**config.mk**
```make
export PLATFORM = sky130hd
export DESIGN_NAME = raster_stream_tagger
export DESIGN_NICKNAME = d
export VERILOG_FILES = /design/src/rtl/raster_stream_tagger.sv
export SDC_FILE = /design/constraint.sdc
export NUM_CORES = 1
export LEC_CHECK = 0
export CAP_MARGIN = 5
export CORE_MARGIN = 1.5
export CORE_UTILIZATION = 57
export CTS_CLUSTER_SIZE = 28
export DETAILED_ROUTE_END_ITERATION = 16
export MAX_ROUTING_LAYER = met4
export PLACE_DENSITY = 0.84
export SLEW_MARGIN = 20
export SYNTH_ARGS = -nofsm -noshare
export SYNTH_HDL_FRONTEND = slang
export SYNTH_SLANG_ARGS = --single-unit
```
**constraint.sdc**
```tcl
create_clock -name clk -period 11.65 [get_ports clk]
set_input_delay 3.495 -clock clk [delete_from_list [all_inputs] [get_ports clk]]
set_output_delay 3.495 -clock clk [all_outputs]
set_load 0.02 [all_outputs]
```
**src/rtl/raster_stream_tagger.sv**
```systemverilog
// raster_stream_tagger
//   Pixel-stream stage that tags every accepted pixel with its raster
//   position (row, col), line/frame boundary flags and a frame-latched
//   region-of-interest flag. It keeps a frame counter and reports
//   re-synchronisation events that truncate a frame. The output is a single
//   registered entry, so the stage adds one cycle of latency and sustains
//   one pixel per clock.
//
// Ports
//   clk, reset               clock (rising edge), asynchronous active-high reset
//   in_valid/in_ready        input handshake (in_ready = !out_valid || out_ready)
//   in_data                  pixel, channel 0 in the LSBs
//   sync_clear               marks the accepted beat as pixel (0,0) of a new frame
//   roi_{col,row}_{min,max}  inclusive ROI bounds, sampled at each frame start
//   out_valid/out_ready      output handshake
//   out_data, out_row/col    registered pixel and its position
//   out_sol/eol/sof/eof      start/end of line, first/last pixel of frame
//   out_in_roi               pixel lies inside the ROI latched for its frame
//   frame_count              completed frames, wraps
//   sync_err                 one-cycle pulse: sync_clear arrived mid-frame
module raster_stream_tagger #(
  parameter int WIDTH    = 640,
  parameter int HEIGHT   = 480,
  parameter int COORD_W  = 13,
  parameter int CHANNELS = 3,
  parameter int DATA_W   = 8,
  parameter int FRAME_W  = 16
) (
  input  logic                         clk,
  input  logic                         reset,
  input  logic                         in_valid,
  output logic                         in_ready,
  input  logic [CHANNELS*DATA_W-1:0]   in_data,
  input  logic                         sync_clear,
  input  logic [COORD_W-1:0]           roi_col_min,
  input  logic [COORD_W-1:0]           roi_col_max,
  input  logic [COORD_W-1:0]           roi_row_min,
  input  logic [COORD_W-1:0]           roi_row_max,
  output logic                         out_valid,
  input  logic                         out_ready,
  output logic [CHANNELS*DATA_W-1:0]   out_data,
  output logic [COORD_W-1:0]           out_row,
  output logic [COORD_W-1:0]           out_col,
  output logic                         out_sol,
  output logic                         out_eol,
  output logic                         out_sof,
  output logic                         out_eof,
  output logic                         out_in_roi,
  output logic [FRAME_W-1:0]           frame_count,
  output logic                         sync_err
);

  localparam int PIX_W = CHANNELS * DATA_W;
  localparam logic [COORD_W-1:0] LAST_COL = COORD_W'(WIDTH - 1);
  localparam logic [COORD_W-1:0] LAST_ROW = COORD_W'(HEIGHT - 1);

  logic               out_valid_q;
  logic [PIX_W-1:0]   out_data_q;
  logic [COORD_W-1:0] out_row_q, out_col_q;
  logic               out_sol_q, out_eol_q, out_sof_q, out_eof_q, out_in_roi_q;
  logic [FRAME_W-1:0] frame_count_q, frame_count_d;
  logic               sync_err_q, sync_err_d;
  logic [COORD_W-1:0] row_c_q, row_c_d, col_c_q, col_c_d;
  logic [COORD_W-1:0] roi_cmin_q, roi_cmax_q, roi_rmin_q, roi_rmax_q;

  logic               accept;
  logic               at_origin;
  logic               tag_origin;
  logic [COORD_W-1:0] tag_row, tag_col;
  logic [COORD_W-1:0] cmin_use, cmax_use, rmin_use, rmax_use;
  logic               tag_in_roi;
  logic               frame_done;

  assign in_ready = !out_valid_q || out_ready;
  assign accept   = in_valid && in_ready;

  always_comb begin
    at_origin  = (row_c_q == '0) && (col_c_q == '0);
    tag_row    = sync_clear ? '0 : row_c_q;
    tag_col    = sync_clear ? '0 : col_c_q;
    tag_origin = sync_clear || at_origin;

    // A frame-start beat already uses the bounds being latched on it.
    cmin_use = tag_origin ? roi_col_min : roi_cmin_q;
    cmax_use = tag_origin ? roi_col_max : roi_cmax_q;
    rmin_use = tag_origin ? roi_row_min : roi_rmin_q;
    rmax_use = tag_origin ? roi_row_max : roi_rmax_q;
    tag_in_roi = (tag_row >= rmin_use) && (tag_row <= rmax_use) &&
                 (tag_col >= cmin_use) && (tag_col <= cmax_use);

    // Position advance is computed from the tag, so a resync restarts the
    // raster and the truncated frame never reaches the wrap point.
    frame_done = 1'b0;
    if (tag_col != LAST_COL) begin
      row_c_d = tag_row;
      col_c_d = tag_col + COORD_W'(1);
    end else if (tag_row != LAST_ROW) begin
      row_c_d = tag_row + COORD_W'(1);
      col_c_d = '0;
    end else begin
      row_c_d    = '0;
      col_c_d    = '0;
      frame_done = 1'b1;
    end

    frame_count_d = frame_done ? frame_count_q + FRAME_W'(1) : frame_count_q;
    sync_err_d    = accept && sync_clear && !at_origin;
  end

  always_ff @(posedge clk or posedge reset) begin
    if (reset) begin
      out_valid_q   <= 1'b0;
      out_data_q    <= '0;
      out_row_q     <= '0;
      out_col_q     <= '0;
      out_sol_q     <= 1'b0;
      out_eol_q     <= 1'b0;
      out_sof_q     <= 1'b0;
      out_eof_q     <= 1'b0;
      out_in_roi_q  <= 1'b0;
      frame_count_q <= '0;
      sync_err_q    <= 1'b0;
      row_c_q       <= '0;
      col_c_q       <= '0;
      roi_cmin_q    <= '0;
      roi_cmax_q    <= LAST_COL;
      roi_rmin_q    <= '0;
      roi_rmax_q    <= LAST_ROW;
    end else begin
      sync_err_q <= sync_err_d;
      if (accept) begin
        out_valid_q   <= 1'b1;
        out_data_q    <= in_data;
        out_row_q     <= tag_row;
        out_col_q     <= tag_col;
        out_sol_q     <= (tag_col == '0);
        out_eol_q     <= (tag_col == LAST_COL);
        out_sof_q     <= tag_origin;
        out_eof_q     <= (tag_row == LAST_ROW) && (tag_col == LAST_COL);
        out_in_roi_q  <= tag_in_roi;
        row_c_q       <= row_c_d;
        col_c_q       <= col_c_d;
        frame_count_q <= frame_count_d;
        if (tag_origin) begin
          roi_cmin_q <= roi_col_min;
          roi_cmax_q <= roi_col_max;
          roi_rmin_q <= roi_row_min;
          roi_rmax_q <= roi_row_max;
        end
      end else if (out_ready) begin
        out_valid_q <= 1'b0;
      end
    end
  end

  assign out_valid   = out_valid_q;
  assign out_data    = out_data_q;
  assign out_row     = out_row_q;
  assign out_col     = out_col_q;
  assign out_sol     = out_sol_q;
  assign out_eol     = out_eol_q;
  assign out_sof     = out_sof_q;
  assign out_eof     = out_eof_q;
  assign out_in_roi  = out_in_roi_q;
  assign frame_count = frame_count_q;
  assign sync_err    = sync_err_q;

endmodule

```
---- Word-level counts from Yosys, hierarchy flattened ----
Index checks and enable logic that the tools add are counted.
word-level totals
  input bits .............................. 81
  output and inout bits ................... 74
  logic and storage cells ................. 58
  bits in registers ....................... 151
cells by class
  $add $sub $neg .......................... 3
  equality and inequality tests ........... 4
  mux-type cells .......................... 13
  order comparisons ....................... 4
  reduce and logical (&&, ||, !) cells .... 17
operators with widths
  cell                                                      number
  2-to-1 mux 13 bit                                         9
  logical NOT 13 bit                                        3
  adder 13 x 1 -> 13 bit (second input constant)            2
  >= comparator 13 bit                                      2
  less-or-equal comparator 13 bit                           2
  adder 16 x 1 -> 16 bit (second input constant)            1
  == test 13 x 10 -> 1 bit (second input constant)          1
  == test 13 x 9 -> 1 bit (second input constant)           1
  inequality test 13 x 10 -> 1 bit (second input constant)  1
  inequality test 13 x 9 -> 1 bit (second input constant)   1
  logical AND 1 bit                                         8
  2-to-1 mux 1 bit                                          4
  logical NOT 1 bit                                         2
  logical OR 1 bit                                          2
  AND reduction 2 bit                                       1
  nonzero test 2 bit                                        1

---- Logic depth before layout (Yosys ltp) ----
Gate-level depths: netlist of the first run.
  word-level depth ........................ 8
  mapped depth ............................ 15

---- Worst setup path before layout of the first run ----
Ideal clock, no wire load.
  path kind ............................... input -> output
  start ................................... input out_ready
  end ..................................... output in_ready
  buffers on the path ..................... 0
  setup slack ............................. 4.417 ns
  arrival time ............................ 3.738 ns
  cell stages on the path ................. 1
  cells stage by stage .................... nand2b_1
between the ends
  word-level cells in the longest chain between the ends .. 1
RTL lines
  item              RTL line  text
  from (decl)       40        input logic out_ready,
  logical OR 1 bit  74        assign in_ready = !out_valid_q || out_ready;
  to (decl)         32        output logic in_ready,
Every way passes these cells.

---- Worst setup path in the final report of the first run ----
Ends and elaborated chain as after synthesis.

==> tab_implementation.tex, run 1 <==
\begin{tabular}{lr}
\hline
Metric & Value \\
\hline
\multicolumn{2}{l}{\textbf{Clocking}} \\
Clock tree from TritonCTS & yes \\
Number of buffers created by CTS & 17 \\
Hold-fix buffer count after cts & 0 \\
Register clock-pin slew on the reported worst setup and hold paths & 0.06 ns \\
CTS H-tree lvls & 4 \\
CTS sink count & about 150 \\
Clock latency at the later pin of the worst-skew pair & roughly 0.43 ns \\
Largest buffer count on any clock path & 2 \\
Clock Tree Root & clkbuf\_16 \\
Post-CTS setup repair buffer count & 0 \\
Gates resized, CTS repair & 0 \\
\multicolumn{2}{l}{\textbf{Yosys}} \\
Post-synth EDFFs & 0 \\
Most frequent cell after synthesis & nand2\_1 \\
Ys flop type & dfrtp\_1 \\
Proportion of synthesized flip-flops having asynchronous set or reset & 100.0\% \\
Synth top area cells & dfrtp\_1 41\%, mux2\_2 8.9\%, ha\_1 8.5\% \\
Cell area after technology mapping & a little over 8000 um2 \\
Number of storage elements in the synthesis netlist & about 150 \\
Post-Synthesis Mean Instance Area & slightly above 10 um2 \\
Area share of the leading cell type in the synthesized netlist & between 40 and 50\% \\
Fraction of the yosys area taken by sequential cells & a little under half \\
Number of nets produced by synthesis & between 900 and 1,000 \\
Most numerous cell types in the synthesized netlist & 161 x nand2\_1, 135 x dfrtp\_1, 65 x mux2\_2 \\
Synth unique cells & between 50 and 60 \\
Post-synth top area cell & dfrtp\_1 \\
Yosys Warn Count & 0 \\
Number of instances in the synthesized netlist & approximately 800 \\
\multicolumn{2}{l}{\textbf{Die}} \\
Standard-cell rows & 43 \\
Core area & roughly 14,000 um2 \\
Chip Width & approximately 120 um \\
Boundary pin count & $\sim$160 \\
Die area & about 15,000 um2 \\
Height of the die & 123.0 um \\
Initial standard-cell utilization of the core & between 50\% and 60\% \\
\multicolumn{2}{l}{\textbf{Worst setup path}} \\
Data arrival time of the critical path & roughly 4.8 ns \\
Critical Path Start Type & primary input \\
Worst Path Class, Setup & primary input to output port \\
Type of element capturing the critical path & output port \\
Critical path data required time & 8.16 ns \\
Critical Path Fanout Max & 4 \\
\multicolumn{2}{l}{\textbf{Global routing}} \\
Global-route wire length before repair & approximately 32,000 um \\
Largest net degree at the start of global routing & 91 \\
Number of antenna violations at the first check in global routing & 0 \\
Total track usage & 27.74\% \\
Remaining Overflow, GRT & 0 \\
Via count of the first global-routing pass & around 6,400 \\
\multicolumn{2}{l}{\textbf{Route}} \\
Vias per inst & between 5 and 6 \\
Total via count in the routed design & $\sim$6,500 \\
Drc violations & 0 \\
Routed wire length & 19,350 um \\
Number of DRC violations after detailed-routing iteration 0 & 330 \\
DR WL/cell & 17.10 um \\
Routed Antenna Nets & 0 \\
Number of iterations in the first detailed-routing pass & 5 \\
\multicolumn{2}{l}{\textbf{Timing}} \\
Final critical path time including I/O delays and setup & between 8 and 9 ns \\
Final Hold Vio Count & 0 \\
Fin Setup TNS & 0 ns \\
RSZ-0062 raised after global routing & false \\
Fmax & 121.1 MHz \\
Period Utilization, post-route & 70.85\% \\
Worst slew slack as a fraction of its limit & roughly two fifths \\
Total setup violations reported at the end of the flow & 0 \\
Slew Limit Fails & 0 \\
Actual transition at the worst max-transition pin & just over 0.9 ns \\
Clock Skews & around 0.0052 ns \\
Worst Hold Margin & around 0.47 ns \\
\multicolumn{2}{l}{\textbf{Placement}} \\
Final HPWL from detailed placement & between 10,000 and 15,000 um \\
PortBufs & around 150 \\
GP Congestion & 0.8696 \\
Placed Instance Area & a little under 10,000 um2 \\
\multicolumn{2}{l}{\textbf{Power}} \\
Pwr/cell area & roughly 140 nW/um2 \\
Static leakage power & $\sim$0.0049 uW \\
Max VDD drop & around 150 uV \\
\multicolumn{2}{l}{\textbf{Cells and area}} \\
Number of inserted diodes & 0 \\
Cell area after layout & 10,440 um2 \\
Area grow syn2layout & 27.13\% \\
Share of cells above drive strength 1 & between 10 and 15\% \\
Final Net Count & 1,076 \\
Flip-flop count of the largest register after layout & 24 \\
\multicolumn{2}{l}{\textbf{Min path}} \\
Worst min path class & flop to flop \\
\multicolumn{2}{l}{\textbf{Outcome}} \\
Result of the run & finished clean \\
\multicolumn{2}{l}{\textbf{Run}} \\
Number of violations of the max-capacitance limit & 0 \\
\hline
\end{tabular}
==> through the flow <==
step / util [%] / total power [uW] / setup WS [ns] / instances
after floorplan: - / 823.6 / 4.117 / 801
after global placement: 70.43 / 913.1 / 3.434 / 1100
after detailed placement: 70.43 / 927.3 / 3.403 / 1100
after CTS: 74.62 / 1478 / 3.394 / 1131
after global routing: 74.62 / 1534 / 3.354 / 1131
final: 74.62 / 1469 / 3.396 / 1131
==> report_power, final <==
group          switching, uW  internal [uW]  total (uW)
Sequential              32.9            598         631
Clock                    212            336         548
Combinational            142            148         290
Total                    387           1080        1470
==> metal layers <==
layer	part of all wire [%]	wire length, um	track usage (%)
met4	2.8	544	12.21
met2	47	9074	42.50
met5	0	0	-
met3	5.9	1142	4.889
met1	44	8583	36.40
==> cell families after synthesis <==
| group | Yosys count | synth area share (%) |
|---|---|---|
| muxes | 113 | 14.77 |
| adders and majority gates | 56 | 8.534 |
| DFF | 151 | 46.27 |
| AOI/OAI and AO/OA | 116 | 8.443 |
| buffers and inverters | 54 | 2.743 |
| and+or+nand+nor | 295 | 17.54 |
| xor gates and xnor gates | 16 | 1.707 |
==> layout by cell type (no fill, tap or decap), drive strengths merged, types with 3 or more instances in the layout <==
master,instances
nand2b,10
mux2i,48
ha,56
inv,13
clkinv,3
xor2,5
nor2,20
o31ai,11
buf,7
nor3,11
a21oi,24
and4,8
nor4,8
a31oi,3
xnor2,11
mux2,65
or2,3
a211oi,3
dfrtp,135
nor2b,17
or3,4
and3,3
a41oi,3
dfstp,16
o21ai,54
o41ai,3
clkdlybuf4s50,153
nand3,18
clkbuf,24
nand4,19
nand2,161
and2,4
==> final cells by class <==
class,count,area [um2]
Multi-Input combinational cell,596,4193
Sequential cell,151,3799
Fill cell,992,3551
Timing Repair Buffer,160,1582
Clock buffer,24,491.7
Tap cell,180,225.2
Clock inverter,7,93.84
Inverter,13,53.80
==> worst max-delay path, cell delays in order <==
cell and delay (ns):
clkdlybuf4s50_1 0.45, nand2b_1 0.18, clkdlybuf4s50_1 0.63
==> path summary, 6_finish.rpt <==
| kind | from | to | slack (ns) | depth (start not counted) |
|---|---|---|---|---|
| max | out_ready | in_ready | 3.40 | 3 |
| min | frame_count[15] | frame_count[15] | 0.47 | 1 |
| max reg2reg | col_c_q[7] | out_in_roi | 7.39 | 13 |
| min reg2reg | frame_count[15] | frame_count[15] | 0.47 | 1 |
| max in group asynchronous | reset | roi_rmin_q[2] | 6.71 | 3 |
| min in group asynchronous | reset | out_data[3] | 3.61 | 2 |
No activity file was read; power rests on OpenSTA's default activity.
==> run 2, diff against run 1 <==
- CORE_UTILIZATION: 57 -> 53
- PLACE_DENSITY: 0.84 -> 0.79
- clock period: 11.65 -> 7.62 ns (I/O delays scaled with it)
==> run 2 against run 1 <==
Combinational power increased by 51%; first-iteration DRC count is 2.7% lower; power increased by 48%; critical path depth is the same; sequential cell count is the same; clock skew rose by 0.0021 ns; core utilization down 5.9 points; final cell count increased by 0.88%; wire length shrank 3.2%; sequential power rose by 52%; die area grew 7.4%; sequential share of layout area increased by 0.10 points; critical path type unchanged.
==> tab_implementation.tex, run 2 (synthesis results as in run 1) <==
\begin{tabular}{lr}
\hline
Metric & Value \\
\hline
\multicolumn{2}{l}{\textbf{Die}} \\
Die area & about 16,000 um2 \\
Initial standard-cell utilization of the core & 54.21\% \\
Boundary pin count & around 160 \\
Standard-cell rows & 45 \\
Core area & 15,150 um2 \\
Chip Width & 127.5 um \\
Height of the die & 127.5 um \\
\multicolumn{2}{l}{\textbf{Power}} \\
Tot Pwr & 2169 uW \\
Net switching power figure & $\sim$570 uW \\
Static leakage power & between 0.004 and 0.005 uW \\
Max VDD drop & about 160 uV \\
Internal Power & 1601 uW \\
Sequential share of power & 44.4\% \\
Pwr/cell area & 208.4 nW/um2 \\
Clock Power Share & between 30\% and 40\% \\
Part of the power in combinational logic & between 20\% and 30\% \\
Switching share of total power & a little over a quarter \\
\multicolumn{2}{l}{\textbf{Worst setup path}} \\
CP top delay family & buffers and inverters \\
Buffers and inverters on the worst path & 2 \\
Most used cell along the critical path & clkdlybuf4s50\_1 \\
Worst r2r dst & out\_in\_roi \\
Cell count of the worst reg-to-reg path & 13 \\
Source of the worst register-to-register timing path & col\_c\_q[8] \\
Sequence of cells on the critical path & clkdlybuf4s50\_1 > nand2b\_1 > clkdlybuf4s50\_1 \\
Setup slack of the most critical reg-to-reg path & roughly 3.3 ns \\
Maximum cell stage delay along the critical path & between 0.6 and 0.7 ns \\
Type of element capturing the critical path & output port \\
Stages on the worst setup path & 3 \\
Critical path's slowest cell & clkdlybuf4s50\_1 \\
Data arrival time of the critical path & 3.51 ns \\
Worst Path Class, Setup & primary input to output port \\
Critical path data required time & approximately 5.3 ns \\
Critical Path Fanout Max & 4 \\
Critical Path Start Type & primary input \\
\multicolumn{2}{l}{\textbf{Clocking}} \\
CTS H-tree lvls & 4 \\
Number of buffers created by CTS & 17 \\
Largest buffer count on any clock path & 2 \\
Clock tree from TritonCTS & yes \\
Clock latency at the later pin of the worst-skew pair & between 0.4 and 0.5 ns \\
Register clock-pin slew on the reported worst setup and hold paths & $\sim$0.06 ns \\
Gates resized, CTS repair & 0 \\
Clock Tree Root & clkbuf\_16 \\
CTS sink count & roughly 150 \\
Post-CTS setup repair buffer count & 0 \\
Hold-fix buffer count after cts & 0 \\
\multicolumn{2}{l}{\textbf{Min path}} \\
Startpoint of the most critical hold path & out\_data[21] \\
Cell depth of the worst min-delay path & 2 \\
Worst min path class & flop to flop \\
Worst hold path endpoint & out\_data[21] \\
\multicolumn{2}{l}{\textbf{Cells and area}} \\
Most frequent cells in the layout & 159 x nand2\_1, 153 x clkdlybuf4s50\_1, 135 x dfrtp\_1 \\
Filler cells & roughly 1,200 \\
Most common library cell in the layout ignoring fill and taps & nand2\_1 \\
Final core utilization & between 60\% and 70\% \\
Number of inserted diodes & 0 \\
Area grow syn2layout & 26.76\% \\
Final standard cell count with taps included and fillers excluded & 1,141 \\
Share of cells above drive strength 1 & about 14\% \\
Final Net Count & $\sim$1,100 \\
Flip-flop count of the largest register after layout & 24 \\
\multicolumn{2}{l}{\textbf{Timing}} \\
Final Hold Vio Count & 0 \\
Period Utilization, post-route & between 70\% and 80\% \\
Worst Hold Margin & about 0.47 ns \\
Fmax & 172.5 MHz \\
Total setup violations reported at the end of the flow & 0 \\
Fin Setup TNS & 0 ns \\
Actual transition at the worst max-transition pin & 0.9664 ns \\
RSZ-0062 raised after global routing & false \\
Final critical path time including I/O delays and setup & between 5 and 6 ns \\
Clock Skews & 0.007295 ns \\
Worst slew slack as a fraction of its limit & 34.98\% \\
Slew Limit Fails & 0 \\
\multicolumn{2}{l}{\textbf{Route}} \\
DR WL/cell & 16.41 um \\
Number of DRC violations after detailed-routing iteration 0 & 321 \\
Number of iterations in the first detailed-routing pass & 4 \\
Total via count in the routed design & between 6,000 and 7,000 \\
Drc violations & 0 \\
Vias per inst & between 5 and 6 \\
Routed Antenna Nets & 0 \\
Routed wire length & roughly 19,000 um \\
\multicolumn{2}{l}{\textbf{Run}} \\
Number of violations of the max-capacitance limit & 0 \\
\multicolumn{2}{l}{\textbf{Global routing}} \\
Largest net degree at the start of global routing & 100 \\
Number of antenna violations at the first check in global routing & 0 \\
Via count of the first global-routing pass & around 6,300 \\
Remaining Overflow, GRT & 0 \\
Global-route wire length before repair & between 30,000 and 40,000 um \\
Total track usage & about a quarter \\
\multicolumn{2}{l}{\textbf{Placement}} \\
Total instance count after detailed placement & between 1,000 and 1,500 \\
GP Congestion & 0.8579 \\
Final HPWL from detailed placement & between 10,000 and 15,000 um \\
PortBufs & approximately 150 \\
\multicolumn{2}{l}{\textbf{Outcome}} \\
Result of the run & finished clean \\
\hline
\end{tabular}
-- run 2: how the worst max path moves through the flow --
stage	slack [ns]	end	startpoint
final	1.82	in_ready	out_ready
after global placement	1.82	in_ready	out_ready
after floorplan	1.30	col_c_q[0]	reset
after detailed placement	1.83	in_ready	out_ready
after global routing	1.78	in_ready	out_ready
after CTS	1.82	in_ready	out_ready
-- run 2: worst register-to-register path, delay by kind of cell (launching register included) --
kind | cells | cell delay (ns)
buffers and inverters | 1 | 0.53
adder cells (fa/ha/maj) | 1 | 0.28
multiplexers | 1 | 0.43
AO/OA/AOI/OAI | 5 | 1.01
flip-flops | 1 | 0.43
AND/OR/NAND/NOR | 5 | 1.58
-- run 2: per-stage QoR --
| stage | area [um2] | setup WS (ns) |
|---|---|---|
| after global routing | 10410 | 1.784 |
| final | 10410 | 1.825 |
| after floorplan | 8210 | 1.296 |
| after detailed placement | 9877 | 1.829 |
| after global placement | 9877 | 1.819 |
| after CTS | 10410 | 1.820 |
-- run 2: layer usage --
metal	GRT usage, %	share of wire (%)
met1	33.74	46
met2	38.51	47
met3	4.313	5.2
met4	8.155	1.6
met5	-	0
-- run 2: power by group through the flow --
| stage | Clock, uW | Sequential (uW) | Combinational, uW |
|---|---|---|---|
| 2_1_floorplan | 0 | 991 | 268 |
| 3_3_place_gp | 0 | 969 | 430 |
| 3_5_place_dp | 0 | 975 | 440 |
| 4_1_cts | 787 | 961 | 443 |
| 5_1_grt | 823 | 974 | 485 |
| 6_report | 769 | 962 | 438 |
-- run 2: area by class of cell --
type / instances / area [um2] / area share, %
flip-flops and latches: 151 / 3799 / 36.50
clock inverters: 6 / 55.05 / 0.5290
multi-input cells: 596 / 4193 / 40.29
repair buffers: 162 / 1597 / 15.34
inverters: 13 / 53.80 / 0.5170
well taps: 188 / 235.2 / 2.260
clock buffers: 25 / 475.5 / 4.568
